### src/rtl/pcileech_tlp_framer_pkg.sv
// Shared constants, FSM encoding and the 64-bit FT601 word layout for the TLP framer.
// The packed struct order defines the output field offsets, from bit 63 down to bit 0.
package pcileech_pkg;

  localparam logic [7:0] FT_MAGIC     = 8'h77;
  localparam logic [1:0] FT_TYPE_CFG  = 2'b00;
  localparam logic [1:0] FT_TYPE_PCIE = 2'b11;

  typedef enum logic [1:0] {
    S_FILL  = 2'd0,
    S_DROP  = 2'd1,
    S_DRAIN = 2'd2
  } state_t;

  typedef struct packed {
    logic [31:0] dw;     // [63:32]
    logic [7:0]  seq;    // [31:24]
    logic [7:0]  idx;    // [23:16]
    logic [3:0]  rsvd;   // [15:12]
    logic        bm;     // [11]
    logic        last;   // [10]
    logic [1:0]  typ;    // [9:8]
    logic [7:0]  magic;  // [7:0]
  } ft_word_t;

endpackage

### src/rtl/pcileech_tlp_framer_if.sv
// Generic valid/ready word stream; master drives data/valid, slave drives ready.
interface pcileech_tlp_framer_if #(parameter int W = 34);
  logic [W-1:0] data;
  logic         valid;
  logic         ready;

  modport master (output data, output valid, input ready);
  modport slave  (input data, input valid, output ready);
endinterface

### src/rtl/pcileech_tlp_buf.sv
// One-TLP dword store: synchronous write, asynchronous read (LUT RAM).
// No reset; contents are only read after being written for the current TLP.
module pcileech_tlp_buf #(
  parameter int DEPTH = 32,
  parameter int AW    = 5
) (
  input  logic          clk,
  input  logic          we,
  input  logic [AW-1:0] waddr,
  input  logic [31:0]   wdata,
  input  logic [AW-1:0] raddr,
  output logic [31:0]   rdata
);

  logic [31:0] mem [DEPTH];

  always_ff @(posedge clk) begin
    if (we) mem[waddr] <= wdata;
  end

  assign rdata = mem[raddr];

endmodule

### src/rtl/pcileech_tlp_framer.sv
// Store-and-forward TLP framer: buffers one TLP, then emits one 64-bit FT601 word per dword.
// Output valid rises the cycle after the tlast handshake; input is stalled for the whole drain.
module pcileech_tlp_framer
  import pcileech_pkg::*;
#(
  parameter int MAX_DW    = 32,
  parameter bit BM_FILTER = 1'b0
) (
  input  logic                 user_clk,
  input  logic                 user_reset_n,
  pcileech_tlp_framer_if.slave  tlp_in,
  pcileech_tlp_framer_if.master tlp_out,
  output logic [15:0]          pkt_count,
  output logic [15:0]          drop_count
);

  localparam int IW = (MAX_DW > 1) ? $clog2(MAX_DW) : 1;
  localparam int LW = $clog2(MAX_DW + 1);

  state_t        state, state_n;
  logic [IW-1:0] wr_idx, wr_idx_n;
  logic [IW-1:0] rd_idx, rd_idx_n;
  logic [LW-1:0] len, len_n;
  logic          bm_q, bm_n;
  logic [7:0]    seq, seq_n;
  logic [15:0]   pkt_cnt, pkt_cnt_n;
  logic [15:0]   drop_cnt, drop_cnt_n;

  logic          in_ready, in_fire, in_last, in_bm;
  logic          out_valid, out_fire, rd_last, buf_we;
  logic [31:0]   rd_dat;
  logic [15:0]   drop_sat;
  ft_word_t      word;

  pcileech_tlp_buf #(.DEPTH(MAX_DW), .AW(IW)) u_buf (
    .clk   (user_clk),
    .we    (buf_we),
    .waddr (wr_idx),
    .wdata (tlp_in.data[31:0]),
    .raddr (rd_idx),
    .rdata (rd_dat)
  );

  // Ready is gated by reset directly so nothing is accepted while held in reset.
  assign in_ready  = user_reset_n && (state != S_DRAIN);
  assign out_valid = (state == S_DRAIN);
  assign in_fire   = tlp_in.valid && in_ready;
  assign out_fire  = out_valid && tlp_out.ready;
  assign in_last   = tlp_in.data[32];
  assign in_bm     = tlp_in.data[33];
  assign rd_last   = ((LW'(rd_idx) + LW'(1)) == len);
  assign drop_sat  = (drop_cnt == 16'hFFFF) ? drop_cnt : drop_cnt + 16'd1;

  always_comb begin
    state_n    = state;
    wr_idx_n   = wr_idx;
    rd_idx_n   = rd_idx;
    len_n      = len;
    bm_n       = bm_q;
    seq_n      = seq;
    pkt_cnt_n  = pkt_cnt;
    drop_cnt_n = drop_cnt;
    buf_we     = 1'b0;
    case (state)
      S_FILL: begin
        if (in_fire) begin
          buf_we = 1'b1;
          if (in_last) begin
            if (BM_FILTER && !in_bm) begin
              drop_cnt_n = drop_sat;
              wr_idx_n   = '0;
            end else begin
              len_n   = LW'(wr_idx) + LW'(1);
              bm_n    = in_bm;
              state_n = S_DRAIN;
            end
          end else if (wr_idx == IW'(MAX_DW - 1)) begin
            state_n = S_DROP;
          end else begin
            wr_idx_n = wr_idx + IW'(1);
          end
        end
      end
      S_DROP: begin
        if (in_fire && in_last) begin
          drop_cnt_n = drop_sat;
          wr_idx_n   = '0;
          state_n    = S_FILL;
        end
      end
      S_DRAIN: begin
        if (out_fire) begin
          if (rd_last) begin
            pkt_cnt_n = pkt_cnt + 16'd1;
            seq_n     = seq + 8'd1;
            rd_idx_n  = '0;
            wr_idx_n  = '0;
            state_n   = S_FILL;
          end else begin
            rd_idx_n = rd_idx + IW'(1);
          end
        end
      end
      default: state_n = S_FILL;
    endcase
  end

  always_ff @(posedge user_clk or negedge user_reset_n) begin
    if (!user_reset_n) begin
      state    <= S_FILL;
      wr_idx   <= '0;
      rd_idx   <= '0;
      len      <= '0;
      bm_q     <= 1'b0;
      seq      <= 8'd0;
      pkt_cnt  <= 16'd0;
      drop_cnt <= 16'd0;
    end else begin
      state    <= state_n;
      wr_idx   <= wr_idx_n;
      rd_idx   <= rd_idx_n;
      len      <= len_n;
      bm_q     <= bm_n;
      seq      <= seq_n;
      pkt_cnt  <= pkt_cnt_n;
      drop_cnt <= drop_cnt_n;
    end
  end

  always_comb begin
    word       = '0;
    word.dw    = rd_dat;
    word.seq   = seq;
    word.idx   = 8'(rd_idx);
    word.rsvd  = 4'd0;
    word.bm    = bm_q;
    word.last  = rd_last;
    word.typ   = FT_TYPE_PCIE;
    word.magic = FT_MAGIC;
  end

  assign tlp_in.ready  = in_ready;
  assign tlp_out.valid = out_valid;
  assign tlp_out.data  = word;
  assign pkt_count     = pkt_cnt;
  assign drop_count    = drop_cnt;

endmodule

### src/flat_wrapper.sv
// flat-port wrapper written by rule: the top's interface ports become plain ports
module pcileech_tlp_framer_flat import pcileech_pkg::*;
#(
  parameter int MAX_DW    = 32,
  parameter bit BM_FILTER = 1'b0
)
  (user_clk, user_reset_n, pkt_count, drop_count, tlp_in_data, tlp_in_valid, tlp_in_ready, tlp_out_data, tlp_out_valid, tlp_out_ready);
  pcileech_tlp_framer_if #(.W(34)) tlp_in_i ();
  pcileech_tlp_framer_if #(.W(64)) tlp_out_i ();
  input  logic user_clk;
  input  logic user_reset_n;
  output logic [15:0] pkt_count;
  output logic [15:0] drop_count;
  input wire logic [$bits(tlp_in_i.data)-1:0] tlp_in_data;
  input wire logic [$bits(tlp_in_i.valid)-1:0] tlp_in_valid;
  output wire logic [$bits(tlp_in_i.ready)-1:0] tlp_in_ready;
  output wire logic [$bits(tlp_out_i.data)-1:0] tlp_out_data;
  output wire logic [$bits(tlp_out_i.valid)-1:0] tlp_out_valid;
  input wire logic [$bits(tlp_out_i.ready)-1:0] tlp_out_ready;
  assign tlp_in_i.data = tlp_in_data;
  assign tlp_in_i.valid = tlp_in_valid;
  assign tlp_in_ready = tlp_in_i.ready;
  assign tlp_out_data = tlp_out_i.data;
  assign tlp_out_valid = tlp_out_i.valid;
  assign tlp_out_i.ready = tlp_out_ready;
  pcileech_tlp_framer #(.MAX_DW(MAX_DW), .BM_FILTER(BM_FILTER)) u_core (.user_clk(user_clk), .user_reset_n(user_reset_n), .tlp_in(tlp_in_i), .tlp_out(tlp_out_i), .pkt_count(pkt_count), .drop_count(drop_count));
endmodule
### config.mk
export PLATFORM = sky130hd
export DESIGN_NAME = pcileech_tlp_framer_flat
export DESIGN_NICKNAME = d
export VERILOG_FILES = /design/src/rtl/pcileech_tlp_framer_pkg.sv /design/src/rtl/pcileech_tlp_framer_if.sv /design/src/rtl/pcileech_tlp_buf.sv /design/src/rtl/pcileech_tlp_framer.sv /design/src/flat_wrapper.sv
export SDC_FILE = /design/constraint.sdc
export NUM_CORES = 1
export LEC_CHECK = 0
export ABC_CLOCK_PERIOD_IN_PS = 5400
export CAP_MARGIN = 25
export CELL_PAD_IN_SITES_DETAIL_PLACEMENT = 0
export CELL_PAD_IN_SITES_GLOBAL_PLACEMENT = 2
export CORE_UTILIZATION = 36
export DETAILED_ROUTE_END_ITERATION = 10
export PLACE_DENSITY = 0.6
export SLEW_MARGIN = 20
export SYNTH_ARGS = -nofsm -noshare
export SYNTH_HDL_FRONTEND = slang
export SYNTH_SLANG_ARGS = --single-unit
### constraint.sdc
create_clock -name user_clk -period 5.4 [get_ports user_clk]
set_input_delay 0.81 -clock user_clk [delete_from_list [all_inputs] [get_ports user_clk]]
set_output_delay 0.81 -clock user_clk [all_outputs]
set_load 0.005 [all_outputs]
==> out/qor.txt <==
outcome -> completed
Slew Viols, Final -> 0
starting density of the core -> 36.2%
CTS Hold Bufs -> 0
Top delay family on crit path -> multiplexers
CP arrival -> 3.76 ns
placed instance count -> 3419
register area -> 0.0322 mm²
global-route wire length before repair -> 150000 µm
sequential share of the synthesized area -> 76.7%
placed cell areas -> 0.0457 mm²
crit path kind -> register to output pin
# Post-CTS Setup Buffers -> 0
Main synth FF type -> edfxtp_1
Synth top area share -> 73.1%
largest net degree at the start of global routing -> 61
commonest non-fill, non-tap cell in the layout -> edfxtp_1
leakage -> 15.4 nW
final hold vios -> 0
DR vias/cell -> 5.34
number of synthesized register bits -> 1083
FP Rows -> 125
CP max FO -> 23
clk_skew -> 0.0355 ns
Syn Area/Cell -> 23.3 µm²
Max Cap Viol -> 0
num ports -> 136
ANT cells -> 0
Max VDD drop -> 0.271 mV
worst slew pin tran -> 1.01 ns
Post-synth EDFFs -> 1024
Syn. warnings -> 0
initial antenna violation count -> 1
P per Cell Area -> 453 mW/mm²
clock root buffer -> clkbuf_16
critical path endpoint category -> output pin
top cell type by total area after synthesis -> edfxtp_1
Num CTS Buffers -> 112
crit-path max cell delay -> 0.68 ns
Nets -> 2077
Crit-path slowest cell -> dfrtp_4
clock tree sinks -> 1083
CTS tree -> yes
area of the multi-input gates -> 0.00955 mm²
clock latency on the worst-skew pair -> 0.72 ns
CP Cell Sequence -> buf_4 -> mux4_2 -> mux4_2 -> mux2_2 -> clkdlybuf4s50_1
most frequent cells in the layout -> 1024 x edfxtp_1, 320 x mux4_2, 112 x clkbuf_16
# fillers -> 9943
Comb pwr share -> 22.8%
Clock Power Share -> 33.6%
DRC Markers -> 0
Post-Syn Area -> 0.0420 mm²
relative slew slack -> 32.3%
Die Area -> 0.118 mm²
Synth area leaders -> edfxtp_1 73%, mux4_2 17%, dfrtp_1 3.5%, mux2_2 1.0%, xnor2_1 0.46%
Internal -> 0.0165 W
NetSw -> 0.00588 W
Buf/Inv on CP -> 2
Detail Placement HPWL -> 54000 µm
CTS H-Tree Depth -> 3
fin crit period -> 4.57 ns
width of the die -> 344 µm
TritonRoute pass-1 iters -> 7
input/output buffers -> 118
gr ovfl total -> 0
Syn-to-layout area delta -> 17.8%
RSZ-0062 raised after global routing -> false
Design Area, Final -> 0.0495 mm²
All-Layer GR Usage -> 18.1%
Die Span Y -> 344 µm
most frequent CP cell -> mux4_2
period utilisation layout -> 84.7%
Hold WS -> 0.318 ns
Routed Antenna Nets -> 0
number of global-route vias before repair -> 20169
final wirelength -> 105000 µm
GPL Wtd Cong -> 0.723
async set or reset register ratio after synthesis -> 5.45%
Max clock buf depth -> 3
vias -> 19449
max frequency -> 0.219 GHz
register share of total power -> 43.6%
DR iter-0 viols -> 2096
CTS resizes -> 0
WP data required -> 4.59 ns
core area -> 0.116 mm²
Post-Layout Cell Count -> 3644
sw frac -> 26.2%
setup TNS -> 0 ns
drt wl/cell -> 28.9 µm
CP startpoint kind -> register
Final setup viols -> 0
Hold Crit Class -> primary input to asynchronous set/reset pin
Syn Inst Count -> 1805
share of cells above drive strength 1 -> 30.2%
Worst-path clk slew -> 0.06 ns
synth unique cells -> 52
through the flow:
step                total power (W)  setup WS (ns)  utilization, %
floorplan                    0.0132           2.22               -
global placement             0.0152           1.48            39.4
detailed placement           0.0152           1.47            39.4
CTS                          0.0228          0.695            42.5
global route                 0.0233          0.634            42.7
finish                       0.0224          0.826            42.7
synth_stat cells, drive strengths merged (4+ instances only):
cell type  instances
o21ai             19
nor4               4
mux4             320
buf               53
nor3               8
nand3             17
xnor2             22
nand2b             4
nand4             11
mux2              38
edfxtp          1024
clkbuf            49
a21oi              5
nor2              51
nand2             38
nand3b             4
ha                13
and3               6
xor2              22
dfrtp             59
inv               13
registers in the layout, indices dropped and copies added (netlist names):
signal	flops
u_core.seq	8
u_core.u_buf.mem	1024
u_core.drop_count	16
u_core.pkt_count	16
u_core.rd_idx	5
u_core.state	2
u_core.wr_idx	5
u_core.bm_q	1
u_core.len	6
power groups by stage:
stage	Sequential [W]	Combinational [W]	Clock, W
floorplan	0.00966	0.00357	0
global placement	0.00995	0.00522	0
detailed placement	0.00996	0.00523	0
CTS	0.00978	0.00525	0.00772
global route	0.00980	0.00551	0.00801
finish	0.00976	0.00512	0.00753
worst register-to-register path, stage by stage, from the launching register on:
cell and delay, ns:
dfrtp_1 0.37, inv_1 0.09, ha_1 0.30, and3b_1 0.38
and2_1 0.34, nand2_1 0.51, nor2_4 0.80, buf_4 0.31
kinds of logic after synthesis:
group / after synthesis / synth area share, %
other: 2 / 0.0179
adder cells (fa/ha/maj): 13 / 0.387
XOR/XNOR: 45 / 0.970
AND/OR/NAND/NOR: 153 / 1.86
multiplexers: 358 / 18.2
AO/OA/AOI/OAI: 36 / 0.622
flip-flops: 1083 / 76.7
buffers and inverters: 115 / 1.33
layout make-up:
class / count / share of cell area [%]
inverters: 13 / 0.0986
clock inverters: 62 / 1.28
multi-input cells: 622 / 19.3
repair buffers: 194 / 4.43
well taps: 1524 / 3.85
clock buffers: 146 / 5.92
flip-flops and latches: 1083 / 65.1
worst paths after layout:
check                                                      start                          endpoint  slack (ns)  cells past startpoint
worst max-delay path                u_core.rd_idx[0]$_DFFE_PN0P_                  tlp_out_data[53]        0.83                      5
worst min-delay path                                user_reset_n  u_core.pkt_count[15]$_DFFE_PN0P_        0.32                      2
worst max register to register       u_core.state[0]$_DFFE_PN0P_  u_core.u_buf.mem[3][8]$_DFFE_PP_        1.99                      7
worst min register to register  u_core.pkt_count[15]$_DFFE_PN0P_  u_core.pkt_count[15]$_DFFE_PN0P_        0.48                      1
max in group asynchronous                           user_reset_n      u_core.rd_idx[3]$_DFFE_PN0P_        4.47                      2
min in group user_clk           u_core.pkt_count[15]$_DFFE_PN0P_  u_core.pkt_count[15]$_DFFE_PN0P_        0.48                      1
layer usage:
layer	share of wire (%)	wire length (µm)	GRT usage (%)	up-vias
met1	44	46000	25.2	10732
met4	1.7	1820	4.50	0
met2	50	52600	29.9	544
met5	0	0	0	-
met3	4.6	4840	2.49	120
li1	-	-	-	8053
No activity file was read; power rests on OpenSTA's default activity.
==> RTL change 1 (config.mk and constraints unchanged) <==
Register the output `drop_count` once more, without a reset; this adds one clock of latency there. The other outputs are not delayed to match.
--- a/src/rtl/pcileech_tlp_framer.sv
+++ b/src/rtl/pcileech_tlp_framer.sv
@@ -143,7 +143,9 @@
   assign tlp_out.valid = out_valid;
   assign tlp_out.data  = word;
   assign pkt_count     = pkt_cnt;
-  assign drop_count    = drop_cnt;
+  always_ff @(posedge user_clk) begin
+    drop_count <= drop_cnt;
+  end
 
 endmodule
 
Function: same outputs for any inputs over 4 cycles, from zero or initial values and one cycle with user_reset_n low; that may be too few to reach the edited logic, so the function may still have changed.
==> RTL change 1 against the original RTL <==
Total power rose by 5.4%. Worst setup slack got worse by 46 ps. Final area rose by 1.2%. Routed wire length rose by 3.1%. Register-to-register slack improved by 160 ps. Highest routed layer is now met5. Hold slack got worse by 11 ps. Sequential cell count rose by 16. Synthesized area rose by 0.80%. Sequential power barely moved. Largest cell class unchanged.
==> RTL change 1: results <==
group,metric,value,unit
place,place_ws,1430,ps
logic_synthesis,avgSynthCellArea,23.4,sq um
logic_synthesis,async_flop_share,0.0537,
power,p_seq,9.77,mW
power,power.leakage,15.7,nW
power,p_sw_frac,0.260,
power,switchingPower,6.15,mW
logic_synthesis,synth_xor_area_frac,0.0101,
drt,drt_first_iter_violations,1950,
worst_setup_path,timing.rr.start,"u_core.state[0]$_DFFE_PN0P_",
logic_synthesis,synth_fa_ha_area_frac,0.00384,
global_routing,grt_pass1_vias,20631,
place,dp_cells,3420,
logic_synthesis,synth-compound-area-share,0.00679,
drt,wl_per_cell,29.7,um
layout,fillCellCount,9855,
worst_setup_path,path_max_fanout,41,
drt,detail_route.first_pass.iterations,5,
timing,whs,307,ps
layout,nets,2080,
power,peakVddDrop,0.351,mV
logic_synthesis,synth_area_leaders,"edfxtp_1, mux4_2, dfrtp_1, mux2_2, dfxtp_1",
global_routing,grt_pass1_wl,155,mm
worst_setup_path,rrSetupSlack,2150,ps
worst_setup_path,worstSetupEndpoint,"tlp_out_data[48]",
global_routing,antenna_found_initial,4,
timing,min_period,4620,ps
timing,worst_clock_skew,39.4,ps
place,placed_cell_area,46000,sq um
logic_synthesis,synth-seq-area-share,0.768,
worst_setup_path,r2r-end,"u_core.u_buf.mem[12][10]$_DFFE_PP_",
drt,via_per_inst,5.39,
place,gp_congestion,0.703,
run_status,status,"finished clean",
logic_synthesis,synth.area.mux_share,0.181,
worst_setup_path,critPathArrivalTime,3810,ps
clocking,cts_buffers,117,
logic_synthesis,netlist-cell-type-count,55,
worst_setup_path,critPathMaxStageDelay,850,ps
global_routing,grt_max_degree,128,
==> RTL change 1: cell types whose count changed after synthesis, sizes merged, moves of 4 or more <==
cell    change
dfxtp      +16
xor2       -13
xnor2      +12
nand2      -11
o21ai       -9
buf         +7
nor2        -7
clkbuf      -4
nand3b      -4
==> RTL change 1: routing by layer <==
metal | global-route usage | up-vias | routed length [um]
li1 | - | 8110 | -
met1 | 0.255 | 10904 | 47500
met2 | 0.302 | 530 | 53600
met3 | 0.0317 | 136 | 5670
met4 | 0.0434 | 8 | 1730
met5 | 0 | - | 55
==> RTL change 1: cell type report <==
cell class,count,area [sq um],share of cell area
Sequential cell,1099,32600,0.650
Multi-Input combinational cell,612,9570,0.191
Clock buffer,142,3060,0.0611
Timing Repair Buffer,188,2120,0.0423
Tap cell,1524,1910,0.0380
Clock inverter,77,858,0.0171
Inverter,11,41.3,0.000824
==> RTL change 2 (config.mk and constraints unchanged) <==
Made on the original files. `MAX_DW` is set to 32 in 2 places; all go to 64.
--- a/src/rtl/pcileech_tlp_framer.sv
+++ b/src/rtl/pcileech_tlp_framer.sv
@@ -3,7 +3,7 @@
 module pcileech_tlp_framer
   import pcileech_pkg::*;
 #(
-  parameter int MAX_DW    = 32,
+  parameter int MAX_DW    = 64,
   parameter bit BM_FILTER = 1'b0
 ) (
   input  logic                 user_clk,
--- a/src/flat_wrapper.sv
+++ b/src/flat_wrapper.sv
@@ -1,7 +1,7 @@
 // flat-port wrapper written by rule: the top's interface ports become plain ports
 module pcileech_tlp_framer_flat import pcileech_pkg::*;
 #(
-  parameter int MAX_DW    = 32,
+  parameter int MAX_DW    = 64,
   parameter bit BM_FILTER = 1'b0
 )
   (user_clk, user_reset_n, pkt_count, drop_count, tlp_in_data, tlp_in_valid, tlp_in_ready, tlp_out_data, tlp_out_valid, tlp_out_ready);
Behaviour: no difference found for any inputs over 4 cycles, from zero or initial values and one cycle with user_reset_n low; that may be too few to reach the edited logic, so the function may still have changed.
==> RTL change 2 against the original RTL <==
First-iteration DRC count is 100% higher. Routed wire length is 120% higher. Clock power is 93% higher. Final area is 91% higher. Total power is 110% higher. Worst setup slack worse by 810 ps. Count of clock-buffer cells in the layout is 123 higher. Synthesized area is 93% higher. Register-to-register slack worse by 640 ps. Sequential cell count is 1027 higher. Highest routed layer is now met5.
==> RTL change 2: results <==
group,metric,value,unit
drt,wirelength_met1,102,mm
layout,area_delta_synth_final,16.5,%
drt,via_per_inst,5.48,
global_routing,grt_max_degree,93,
floorplanning,tap_cells,2975,
global_routing,grt_pass1_vias,39927,
drt,met2WireLength,110,mm
timing,slew-limit-headroom,0.256,
drt,wl_per_cell,32.7,um
timing,whs,163,ps
layout,nets,4051,
layout,final_layout_size_suffix_gt1_frac,0.279,
place,port_buffers,119,
logic_synthesis,synth_edf_count,2048,
global_routing,antenna_found_initial,17,
worst_setup_path,critPathMaxStageDelay,600,ps
worst_setup_path,critPathArrivalTime,4580,ps
layout,seqCellArea,63100,sq um
power,peakVddDrop,0.403,mV
clocking,cts_buffers,216,
worst_setup_path,worstSetupEndpoint,"tlp_out_data[49]",
layout,fillCellCount,19156,
logic_synthesis,netlist-cell-type-count,57,
layout,nonClkBufAreaFrac,0.0336,
clocking,clk_latency,870,ps
logic_synthesis,synth-seq-area-share,0.777,
worst_setup_path,worst_path_max_delay_cell,"o21ai_1",
layout,final_cells,7168,
worst_setup_path,rrSetupSlack,1350,ps
clocking,htreeDepth,4,
place,gp_congestion,0.763,
global_routing,met1_usage,0.289,
worst_setup_path,r2r-end,"u_core.u_buf.mem[12][2]$_DFFE_PP_",
layout,num-multi-input-gates,1335,
logic_synthesis,synth_area_leaders,"edfxtp_1, mux4_2, dfrtp_1, mux2i_1, a22oi_1",
drt,wl_met3,15.4,mm
global_routing,gr-usage-met2,0.320,
worst_setup_path,rr_worst_depth,8,
run_status,status,"finished clean",
logic_synthesis,async_flop_share,0.0294,
layout,clock_area_frac,0.0722,
layout,inv_count,8,
layout,multi_input_area_share,0.188,
timing,finalCritPeriodShare,0.998,
place,dp_cells,6755,
worst_setup_path,path_max_fanout,38,
layout,nClkBuffers,269,
global_routing,gr-usage-met3,0.0387,
place,place_ws,617,ps
global_routing,grt_usage,0.205,
logic_synthesis,synth_common_cells,"edfxtp_1, mux4_2, mux2i_1",
==> RTL change 2: repair_timing <==
action / 4_1_cts / 5_1_grt
pin swaps: 1 / 0
resized for setup: 8 / 2
hold buffers: 0 / 0
buffers inserted: 5 / 0
gates cloned: 1 / 0
setup endpoints to repair: 15 / 2
endpoints found under the hold margin: 0 / 0
==> RTL change 2: cells by family after synthesis <==
kind of cell | after synthesis | synth area share
flip-flops | 2110 | 0.777
other | 2 | 0.0000925
XOR/XNOR | 49 | 0.00538
AND/OR/NAND/NOR | 347 | 0.0206
adder cells (fa/ha/maj) | 9 | 0.00139
AO/OA/AOI/OAI | 258 | 0.0224
buffers and inverters | 218 | 0.0117
multiplexers | 656 | 0.161
==> RTL change 2: power by group <==
group          internal [mW]  total, mW  leakage, nW  switching, mW
combinational           5.83       13.1         6.89           7.31
sequential              18.2       18.5         19.2          0.294
clock                   8.15       14.5         3.35           6.38
total                   32.1       46.1         29.5           14.0
